### config.mk
export PLATFORM = sky130hd
export DESIGN_NAME = fp_mul_reg
export DESIGN_NICKNAME = d
export VERILOG_FILES = /design/src/rtl/fp_mul_reg.sv
export SDC_FILE = /design/constraint.sdc
export NUM_CORES = 1
export LEC_CHECK = 0
export CORE_AREA = 4 4 115 89
export CTS_CLUSTER_DIAMETER = 50
export DETAILED_ROUTE_END_ITERATION = 10
export DIE_AREA = 0 0 119 93
export SETUP_SLACK_MARGIN = 0.4
export SLEW_MARGIN = 20
export SYNTH_ARGS = -nofsm -noshare
export SYNTH_HDL_FRONTEND = slang
export SYNTH_SLANG_ARGS = --single-unit
### constraint.sdc
create_clock -name clk_i -period 1.4 [get_ports clk_i]
set_clock_uncertainty 0.2 [all_clocks]
set_input_delay 0.42 -clock clk_i [delete_from_list [all_inputs] [get_ports clk_i]]
set_output_delay 0.42 -clock clk_i [all_outputs]
set_load 0.01 [all_outputs]
### src/rtl/fp_mul_reg.sv
// fp_mul_reg: registered 16-bit float multiplier (1/8/7 format, truncating, flush-to-zero), one-cycle latency.
module fp_mul_reg (
  input  logic        clk_i,
  input  logic        rst_i,
  input  logic        valid_i,
  input  logic [15:0] op_a_i,
  input  logic [15:0] op_b_i,
  output logic        valid_o,
  output logic [15:0] result_o
);
  logic        s, inc, a_zero, b_zero, a_inf, b_inf, a_nan, b_nan;
  logic [7:0]  ea, eb;
  logic [6:0]  ma, mb, mant;
  logic [15:0] prod, res, result_d, result_q;
  logic signed [9:0] e;
  logic        valid_d, valid_q;
  always_comb begin
    s      = op_a_i[15] ^ op_b_i[15];
    ea     = op_a_i[14:7];
    eb     = op_b_i[14:7];
    ma     = op_a_i[6:0];
    mb     = op_b_i[6:0];
    a_zero = ea == 8'h00;
    b_zero = eb == 8'h00;
    a_inf  = ea == 8'hFF && ma == 7'd0;
    b_inf  = eb == 8'hFF && mb == 7'd0;
    a_nan  = ea == 8'hFF && ma != 7'd0;
    b_nan  = eb == 8'hFF && mb != 7'd0;
    prod   = 16'({1'b1, ma}) * 16'({1'b1, mb});
    inc    = prod[15];
    mant   = 7'(prod >> (inc ? 4'd8 : 4'd7));
    e      = $signed(10'(ea) + 10'(eb) + 10'(inc) - 10'd127);
    res    = (a_nan || b_nan)                       ? 16'h7FC0 :
             ((a_zero && b_inf) || (a_inf && b_zero)) ? 16'h7FC0 :
             (a_inf || b_inf)                       ? {s, 8'hFF, 7'd0} :
             (a_zero || b_zero)                     ? {s, 15'd0} :
             (e >= 10'sd255)                        ? {s, 8'hFF, 7'd0} :
             (e <= 10'sd0)                          ? {s, 15'd0} :
                                                      {s, e[7:0], mant};
    valid_d  = valid_i;
    result_d = valid_i ? res : result_q;
  end
  always_ff @(posedge clk_i or posedge rst_i) begin
    if (rst_i) begin
      valid_q  <= 1'b0;
      result_q <= 16'h0000;
    end else begin
      valid_q  <= valid_d;
      result_q <= result_d;
    end
  end
  assign valid_o  = valid_q;
  assign result_o = result_q;
endmodule

# Yosys cells after proc, flatten, opt, wreduce, memory -nomap -nowiden

Cells that the tools add are included.

Flip-flop bits (word level): 17
Latch bits: 0
RAM bits: 0
Bits in read-only memories: 0
Output and inout port bits: 17
Word-level logic and storage cells: 35
Memories: 0

Add/sub/neg operators: 3
Multipliers: 1
Divide/modulo/power cells: 0
Magnitude comparators: 2
Equality and inequality tests: 2
Shifts and indexed selects: 1
Mux-type cells: 7
Bitwise logic cells: 1
Reductions and logical operators: 16

Operator list:

| operator                                                           | number |
|---|---|
| two-way mux 15 bit                                                 | 4 |
| two-way mux 16 bit                                                 | 2 |
| equality test 8 bit, second input constant                         | 2 |
| logical NOT 8 bit                                                  | 2 |
| multiplier 8 x 8 -> 16 bit                                         | 1 |
| >> shifter 16 x 4 -> 7 bit                                         | 1 |
| logical NOT 7 bit                                                  | 2 |
| nonzero test 7 bit                                                 | 2 |
| adder 9 x 1 -> 10 bit                                              | 1 |
| greater-or-equal comparator 10 x 9 -> 1 bit, second input constant | 1 |
| less-or-equal comparator 10 x 1 -> 1 bit, second input constant    | 1 |
| subtractor 10 x 7 -> 10 bit, second input constant                 | 1 |
| adder 8 x 8 -> 9 bit                                               | 1 |
| logical AND 1 bit                                                  | 6 |
| logical OR 1 bit                                                   | 4 |
| two-way mux 4 bit                                                  | 1 |
| XOR 1 bit                                                          | 1 |

# Depth between registers and ports, before layout

Gate-level depths: netlist of the first run.

Word-level depth: 10
Gate-level depth with buffers: 30

# Least setup slack after synthesis of the first run

OpenSTA, ideal clock, no wires.

Kind: input -> register
Start point: input port op_b_i[4]
End point: register result_q[0], in the netlist result_o[0]
Library setup time: 80 ps
Arrival time: 6654 ps
Setup slack: -5534 ps
Cell stages on the path: 27
Path buffers: 1
Path through: and2_1 fa_1 fa_1 fa_1 inv_1 fa_1 inv_1 ha_1 a21oi_1 o211a_1 o21bai_1 a31o_2 xnor2_4 inv_1 ha_1 inv_1 ha_1 inv_1 fa_1 nand2b_1 a21oi_2 o31ai_4 a31oi_1 xor2_1 or4b_1 buf_6 o22ai_2

Cells in the longest elaborated chain, start to end: 10

Ends and longest elaborated chain:

| element                                  | line | RTL |
|---|---|---|
| start: declaration                       | 7    | `input logic [15:0] op_b_i,` |
| multiplier 8 x 8 -> 16 bit               | 29   | `prod = 16'({1'b1, ma}) * 16'({1'b1, mb});` |
| adder 9 x 1 -> 10 bit                    | 32   | `e = $signed(10'(ea) + 10'(eb) + 10'(inc) - 10'd127);` |
| subtractor 10 x 7 -> 10 bit              | 32   |  |
| less-or-equal comparator 10 x 1 -> 1 bit | 38   | `(e <= 10'sd0) ? {s, 15'd0} :` |
| two-way mux 15 bit                       | 38   |  |
| two-way mux 15 bit                       | 37   | `(e >= 10'sd255) ? {s, 8'hFF, 7'd0} :` |
| two-way mux 15 bit                       | 36   | `(a_zero \|\| b_zero) ? {s, 15'd0} :` |
| two-way mux 15 bit                       | 35   | `(a_inf \|\| b_inf) ? {s, 8'hFF, 7'd0} :` |
| two-way mux 16 bit                       | 34   | `((a_zero && b_inf) \|\| (a_inf && b_zero)) ? 16'h7FC0 :` |
| two-way mux 16 bit *                     | 33   | `res = (a_nan \|\| b_nan) ? 16'h7FC0 :` |
| end signal: assignment                   | 49   | `result_q <= result_d;` |
| end: declaration                         | 14   | `logic [15:0] prod, res, result_d, result_q;` |

Every way passes the cells marked *; elsewhere a longest branch is shown, timed or not.
A chain may end at the register's enable or synchronous reset.

# Worst setup path in the final report of the first run

Start point: input port op_a_i[3]
End point: register result_q[5], in the netlist result_o[5]

Cells in the longest elaborated chain, start to end: 10

Ends and longest elaborated chain:

| element                                  | line | RTL |
|---|---|---|
| start: declaration                       | 6    | `input logic [15:0] op_a_i,` |
| multiplier 8 x 8 -> 16 bit               | 29   |  |
| adder 9 x 1 -> 10 bit                    | 32   |  |
| subtractor 10 x 7 -> 10 bit              | 32   |  |
| less-or-equal comparator 10 x 1 -> 1 bit | 38   |  |
| two-way mux 15 bit                       | 38   |  |
| two-way mux 15 bit                       | 37   |  |
| two-way mux 15 bit                       | 36   |  |
| two-way mux 15 bit                       | 35   |  |
| two-way mux 16 bit                       | 34   |  |
| two-way mux 16 bit *                     | 33   |  |

Marked as above.

==> parameters.txt, run 1 <==
Parameter                              Value

Setup path
  Slowest stage delay, CP ... ~0.55 ns
  CP startpoint ... op_a_i[3]
  Slowest library cell on the worst path ... sky130_fd_sc_hd__fa_1
  Reg2reg end ... result_o[11]
  Type of the setup path with the least slack ... in2reg
  CP most frequent cell ... sky130_fd_sc_hd__inv_2
  Arrival time of the worst setup path ... roughly 6.5 ns
  Internal reg-to-reg setup slack ... around 0.23 ns
  Peak fanout along the critical path ... 6
  Cell count of the worst reg-to-reg path ... 4
  Startpoint of the most critical register-to-register path ... result_o[11]
  Endpoint type of the worst setup path ... register
  Required time of the critical path ... between 1 and 1.5 ns
  Crit start category ... input pin

Clock tree
  Clock buffers created by TritonCTS ... 3
  CTS tree ... yes
  CTS Root Buffer Type ... sky130_fd_sc_hd__clkbuf_16
  Number of H-tree levels ... 1
  # clock sinks ... 17
  Maximum count of clock buffers along a single path ... 2
  Worst-Skew Late Latency ... between 0.2 and 0.25 ns
  CTS clk-pin slew, worst paths ... 0.06 ns

STA
  Unrepaired setup endpoints after global routing ... yes
  Min setup slack post-route ... -5.128 ns
  Final period demand of the worst path ... 6.528 ns
  Worst slew pin tran ... roughly 0.56 ns
  Final worst path period share ... 4.663
  Count of final setup violators ... 21
  Total count of hold-check failures in the final report ... 0
  Maximum achievable frequency ... ~0.15 GHz
  Fin. max-slew vios ... 0
  Worst relative slew slack ... 0.6262

Floorplan
  Height of the die ... slightly above 90 um
  Effective utilization at floorplan ... 0.3945
  Count of boundary I/O pins ... between 50 and 60
  Overall die width ... approximately 120 um
  Core region area ... 9046 sq um
  Cell row count ... 30
  Area of the die ... roughly 11000 sq um

Route
  Overall via count from detail_route ... approximately 3600
  Avg WL per Cell ... between 10 and 15 um
  DRC errors left ... 0
  Final wirelength ... 10310 um
  Number of nets with antenna violations after routing ... 0
  Count of TritonRoute iterations in the first routing pass ... 4
  Starting DRC count in detailed routing ... between 100 and 150
  Via-per-instance ratio ... ~4.9

Pwr
  Leakage dissipation ... ~2.9 nW
  PD cells ... between 1000 and 1500 nW/um^2
  Tot Pwr ... approximately 0.0076 W
  Worst supply voltage drop on vdd ... just over 0.8 mV

GRT
  Number of antenna violations at the first check in global routing ... 0
  Number of global-route vias before repair ... roughly 3600
  Gr ovfl total ... 0
  Wire length of the first global-routing pass ... 16730 um
  Gr usage total ... 0.1815
  Pin count of the biggest net entering global routing ... 18

Synth
  Share of synthesized cell area in and, or, nand and nor gates ... 0.1855
  EDFF count, synth ... 0
  Dominant combinational cell family by area after synthesis ... adder cells
  Xor/xnor cell area share of the yosys netlist ... 0.03962
  Asr flop ratio synth ... 1.000
  FF+latch count, synth ... 17
  Complex-gate fraction of the synthesized area ... 0.1578
  Syn Nets ... between 500 and 600
  Post-synthesis mux area share ... 0.02244
  Ys flop type ... sky130_fd_sc_hd__dfrtp_1
  Count of unique library cells instantiated by Yosys ... 58
  Share of synthesized area occupied by flip-flops and latches ... 0.1192
  Syn Area/Cell ... 8.578 sq um
  Number of warnings reported in the yosys synthesis log ... 0
  Netlist area before placement ... roughly 3600 sq um
  Post-synthesis adder-cell area fraction ... 0.3759
  Instance count of the mapped netlist ... between 400 and 500

Placement
  Total of buffers placed on input and output ports ... 51
  Cell Area, Placed ... between 5000 and 6000 sq um
  HPWL reported at the end of detailed placement ... a little over 8000 um
  GPL Wtd Cong ... about 0.86

Worst hold path
  Worst hold-check path type ... in2async

Flow run
  Count of max-cap constraint violations ... 0

Layout
  ANT cells ... 0
  Non-Filler Cell Area, Final ... between 5000 and 6000 sq um
  Leading cell types in the layout, fill and taps excluded ... 123 x sky130_fd_sc_hd__buf_4, 78 x sky130_fd_sc_hd__inv_1, 44 x sky130_fd_sc_hd__ha_1
  Most common cell after layout, fill and taps aside ... sky130_fd_sc_hd__buf_4
  Post-Route Utilization ... 0.6281
  Net count reported at finish ... ~720
  Area growth from synthesis to final layout ... 59.22%
  Fraction of layout cells with a size suffix above 1 ... 0.4096

Status
  Result of the run ... finished with violations
  Failing checks ... setup timing
==> critical path: cells and delay by family <==
kind	cells	cell delay, ns
adders and majority gates	8	3.04
buffers and inverters	9	0.60
xor gates and xnor gates	1	0.13
and+or+nand+nor	4	0.87
AOI/OAI and AO/OA	8	1.42
==> timing repair <==
item	4_1_cts	5_1_grt
hold buffers	0	0
gates cloned	1	0
endpoints found under the setup margin	34	33
gates resized for setup	171	47
buffers inserted	12	11
pin swaps	35	29
==> synth_stat cells (all sizes together), types with 2 or more instances <==
master | n | area share
nand3 | 15 | 0.021
and2 | 30 | 0.053
fa | 37 | 0.21
ha | 48 | 0.17
inv | 86 | 0.090
dfrtp | 17 | 0.12
nand2 | 30 | 0.032
o211a | 2 | 0.0056
nor3 | 5 | 0.0070
a21oi | 15 | 0.022
o2111ai | 4 | 0.0098
or4 | 2 | 0.0042
mux2i | 8 | 0.022
nand4 | 5 | 0.0088
or2 | 2 | 0.0035
o21bai | 2 | 0.0042
a211oi | 2 | 0.0056
nor2 | 26 | 0.028
o31ai | 2 | 0.0081
xor2 | 6 | 0.015
o21ai | 17 | 0.026
buf | 4 | 0.0081
xnor2 | 8 | 0.025
a21o | 4 | 0.0088
a31oi | 4 | 0.0070
nor4 | 7 | 0.014
o22ai | 7 | 0.023
o211ai | 3 | 0.0063
==> worst max path at each step <==
stage / to / slack [ns] / cells past startpoint
floorplan: result_o[0] / -5.25 / 29
global placement: result_o[0] / -5.79 / 30
detailed placement: result_o[0] / -5.94 / 28
CTS: result_o[0] / -5.12 / 30
global route: result_o[5] / -5.35 / 30
finish: result_o[5] / -5.13 / 30
==> flip-flops by register name, summed over array words and instances (netlist names) <==
| register | flops |
|---|---|
| valid_o | 1 |
| result_o | 16 |
==> power breakdown <==
part	total, W	internal (W)	switching [W]
Clock	0.000582	0.000383	0.000199
Sequential	0.000712	0.000629	0.0000831
Combinational	0.00627	0.00321	0.00306
==> through the flow <==
stage | cells | hold WS, ns | setup TNS (ns) | setup slack [ns]
2_1_floorplan | 416 | 0.1461 | -76.76 | -5.254
3_3_place_gp | 703 | 0.2869 | -88.16 | -5.791
3_5_place_dp | 703 | 0.3020 | -90.41 | -5.944
4_1_cts | 720 | 0.2827 | -75.86 | -5.117
5_1_grt | 731 | 0.2892 | -80.21 | -5.349
6_report | 731 | 0.2749 | -76.26 | -5.128
==> cell families after synthesis <==
logic type               Yosys count
adder cells (fa/ha/maj)           85
AND/OR/NAND/NOR                  129
XOR/XNOR                          14
buffers and inverters             91
AO/OA/AOI/OAI                     72
flip-flops                        17
multiplexers                       8
==> area by class of cell <==
class	count	area (sq um)
clock buffers	3	75.07
clock inverters	1	5.005
fillers	761	3364
inverters	86	325.3
multi-input cells	308	3131
flip-flops and latches	17	425.4
well taps	128	160.2
repair buffers	188	1560
==> metal layers <==
layer | share of wire | global-route usage
met1 | 0.47 | 0.2728
met2 | 0.47 | 0.2830
met3 | 0.047 | 0.02539
met4 | 0.0078 | 0.02604
met5 | 0 | 0
Power figures use the tool's default switching activity.
==> inputs of run 2 (changes only) <==
--- a/config.mk
+++ b/config.mk
@@ -5,6 +5,7 @@
 export SDC_FILE = /design/constraint.sdc
 export NUM_CORES = 1
 export LEC_CHECK = 0
+export CAP_MARGIN = 40
 export CORE_AREA = 4 4 115 89
 export CTS_CLUSTER_DIAMETER = 50
 export DETAILED_ROUTE_END_ITERATION = 10
==> results of run 2 <==
No change in the layout: final DEF, timing and power equal those of run 1.
==> inputs of run 3 (changes only) <==
--- a/config.mk
+++ b/config.mk
@@ -10,7 +10,7 @@
 export CTS_CLUSTER_DIAMETER = 50
 export DETAILED_ROUTE_END_ITERATION = 10
 export DIE_AREA = 0 0 119 93
-export SETUP_SLACK_MARGIN = 0.4
+export SETUP_SLACK_MARGIN = 0.1
 export SLEW_MARGIN = 20
 export SYNTH_ARGS = -nofsm -noshare
 export SYNTH_HDL_FRONTEND = slang
==> run 3 against run 2 <==
Compared with the run above: the flow still finishes with violations (setup timing); routed wire length down 2.9%; sequential share of layout area up 0.15 points; non-clock buffer count down 4; critical path depth unchanged; total power down 0.82%; critical endpoint is now result_o[0]; largest cell class unchanged; largest power group unchanged.
==> parameters.txt, run 3 (synthesis gave the netlist of run 1 again) <==
Parameter                              Value

Clock tree
  Number of H-tree levels ... 1
  Maximum count of clock buffers along a single path ... 2
  CTS clk-pin slew, worst paths ... about 0.06 ns
  CTS tree ... yes
  # clock sinks ... 17
  Clock buffers created by TritonCTS ... 3
  Worst-Skew Late Latency ... approximately 0.24 ns
  CTS Root Buffer Type ... sky130_fd_sc_hd__clkbuf_16

Placement
  HPWL reported at the end of detailed placement ... between 8000 and 9000 um
  Total of buffers placed on input and output ports ... between 50 and 60
  GPL Wtd Cong ... about 0.86
  Pre-CTS worst setup slack ... -5.944 ns

Pwr
  PD cells ... roughly 1300 nW/um^2
  Leakage dissipation ... about 2.8 nW
  Worst supply voltage drop on vdd ... between 0.7 and 0.8 mV

GRT
  Gr ovfl total ... 0
  Number of antenna violations at the first check in global routing ... 0
  Wire length of the first global-routing pass ... around 17000 um
  Number of global-route vias before repair ... between 3000 and 4000
  Gr usage total ... 0.1798
  Pin count of the biggest net entering global routing ... 22

Setup path
  Internal reg-to-reg setup slack ... between 0.2 and 0.25 ns
  Crit start category ... input pin
  Startpoint of the most critical register-to-register path ... result_o[11]
  Slowest stage delay, CP ... between 0.5 and 0.6 ns
  Slowest library cell on the worst path ... sky130_fd_sc_hd__fa_1
  Endpoint type of the worst setup path ... register
  Cell type group with the largest total delay on the critical path ... adder cells
  Arrival time of the worst setup path ... about 6.5 ns
  Reg2reg end ... result_o[11]
  CP most frequent cell ... sky130_fd_sc_hd__inv_2
  Type of the setup path with the least slack ... in2reg
  Count of buffering cells on the critical path with inverters included ... 9
  Required time of the critical path ... roughly 1.4 ns
  Cell count of the worst reg-to-reg path ... 4
  Peak fanout along the critical path ... 6

Status
  Failing checks ... setup timing
  Result of the run ... finished with violations

Floorplan
  Overall die width ... 119 um
  Core region area ... ~9000 sq um
  Cell row count ... 30
  Count of boundary I/O pins ... 52
  Height of the die ... just over 90 um
  Effective utilization at floorplan ... 0.3945
  Area of the die ... around 11000 sq um

Layout
  Post-Route Utilization ... 0.6158
  Fraction of layout cells with a size suffix above 1 ... 0.3973
  Most common cell after layout, fill and taps aside ... sky130_fd_sc_hd__buf_4
  Net count reported at finish ... 720
  Area growth from synthesis to final layout ... 56.10%
  Multi-input combinational cell area ... about 3100 sq um
  Leading cell types in the layout, fill and taps excluded ... 123 x sky130_fd_sc_hd__buf_4, 78 x sky130_fd_sc_hd__inv_1, 44 x sky130_fd_sc_hd__ha_1
  ANT cells ... 0
  Area taken by flip-flops and latches ... ~430 sq um
  Flip-flop count of the largest register, all copies and words added ... 16
  Count of fill cells added during filler insertion ... about 780

Route
  Via-per-instance ratio ... around 4.8
  Number of nets with antenna violations after routing ... 0
  Count of TritonRoute iterations in the first routing pass ... 5
  Wire length on met3 ... 501 um
  Starting DRC count in detailed routing ... roughly 120
  Overall via count from detail_route ... about 3500
  DRC errors left ... 0
  Highest metal layer with signal wires ... met4
  Avg WL per Cell ... 13.77 um
  Met2 wire len ... between 4000 and 5000 um
  Final wirelength ... about 10000 um
  Wire length on met1 ... between 4000 and 5000 um

Worst hold path
  Worst hold-check path type ... in2async

STA
  Fin. max-slew vios ... 0
  Min setup slack post-route ... -5.121 ns
  Final worst path period share ... 4.658
  Worst Hold Margin ... ~0.28 ns
  Unrepaired setup endpoints after global routing ... yes
  Maximum achievable frequency ... 0.1533 GHz
  Total count of hold-check failures in the final report ... 0
  Final period demand of the worst path ... 6.521 ns
  Worst slew pin tran ... approximately 0.57 ns
  Worst relative slew slack ... 0.6172
  Total Neg Setup Slack ... -76.11 ns
  Count of final setup violators ... 21

Flow run
  Count of max-cap constraint violations ... 0
[run 3: through the flow]
stage | power [W] | area, sq um | instances
final | 0.007505 | 5570 | 727
after global routing | 0.008250 | 5570 | 727
after CTS | 0.007122 | 5328 | 719
after detailed placement | 0.006426 | 5137 | 703
after global placement | 0.006297 | 5137 | 703
after floorplan | 0.004275 | 3638 | 416
[run 3: report_power, final]
group	internal (W)	leakage [nW]	switching (W)
Combinational	0.00319	2.53	0.00303
Clock	0.000382	0.0409	0.000195
Sequential	0.000629	0.206	0.0000824
[run 3: worst min-delay path, stage by stage]
cell and delay (ns):
sky130_fd_sc_hd__clkdlybuf4s50_1 0.39, sky130_fd_sc_hd__inv_1 0.09, sky130_fd_sc_hd__buf_12 0.16
[run 3: area by class of cell]
class | instances | area share
Sequential cell | 17 | 0.07637
Inverter | 86 | 0.05840
Multi-Input combinational cell | 308 | 0.5566
Clock inverter | 1 | 0.0008985
Tap cell | 128 | 0.02875
Clock buffer | 3 | 0.01348
Timing Repair Buffer | 184 | 0.2655
[run 3: worst max path at each step]
stage              start          end  slack, ns  cells after the start
2_1_floorplan  op_b_i[2]  result_o[0]      -5.25                     29
3_3_place_gp   op_b_i[2]  result_o[0]      -5.79                     30
3_5_place_dp   op_b_i[2]  result_o[0]      -5.94                     28
4_1_cts        op_b_i[4]  result_o[0]      -5.12                     30
5_1_grt        op_a_i[5]  result_o[0]      -5.35                     30
6_report       op_a_i[3]  result_o[0]      -5.12                     30
[run 3: per-layer routing]
layer,vias up,global-route usage
met3,8,0.02539
met4,0,0.02604
met2,71,0.2821
li1,1749,-
met5,-,0
met1,1691,0.2686
[run 3: timing repair]
item                       4_1_cts  5_1_grt
gates cloned                     0        0
pin swaps                       35       26
hold buffers                     0        0
buffers inserted                12       10
gates resized for setup        166       37
setup endpoints to repair       33       33
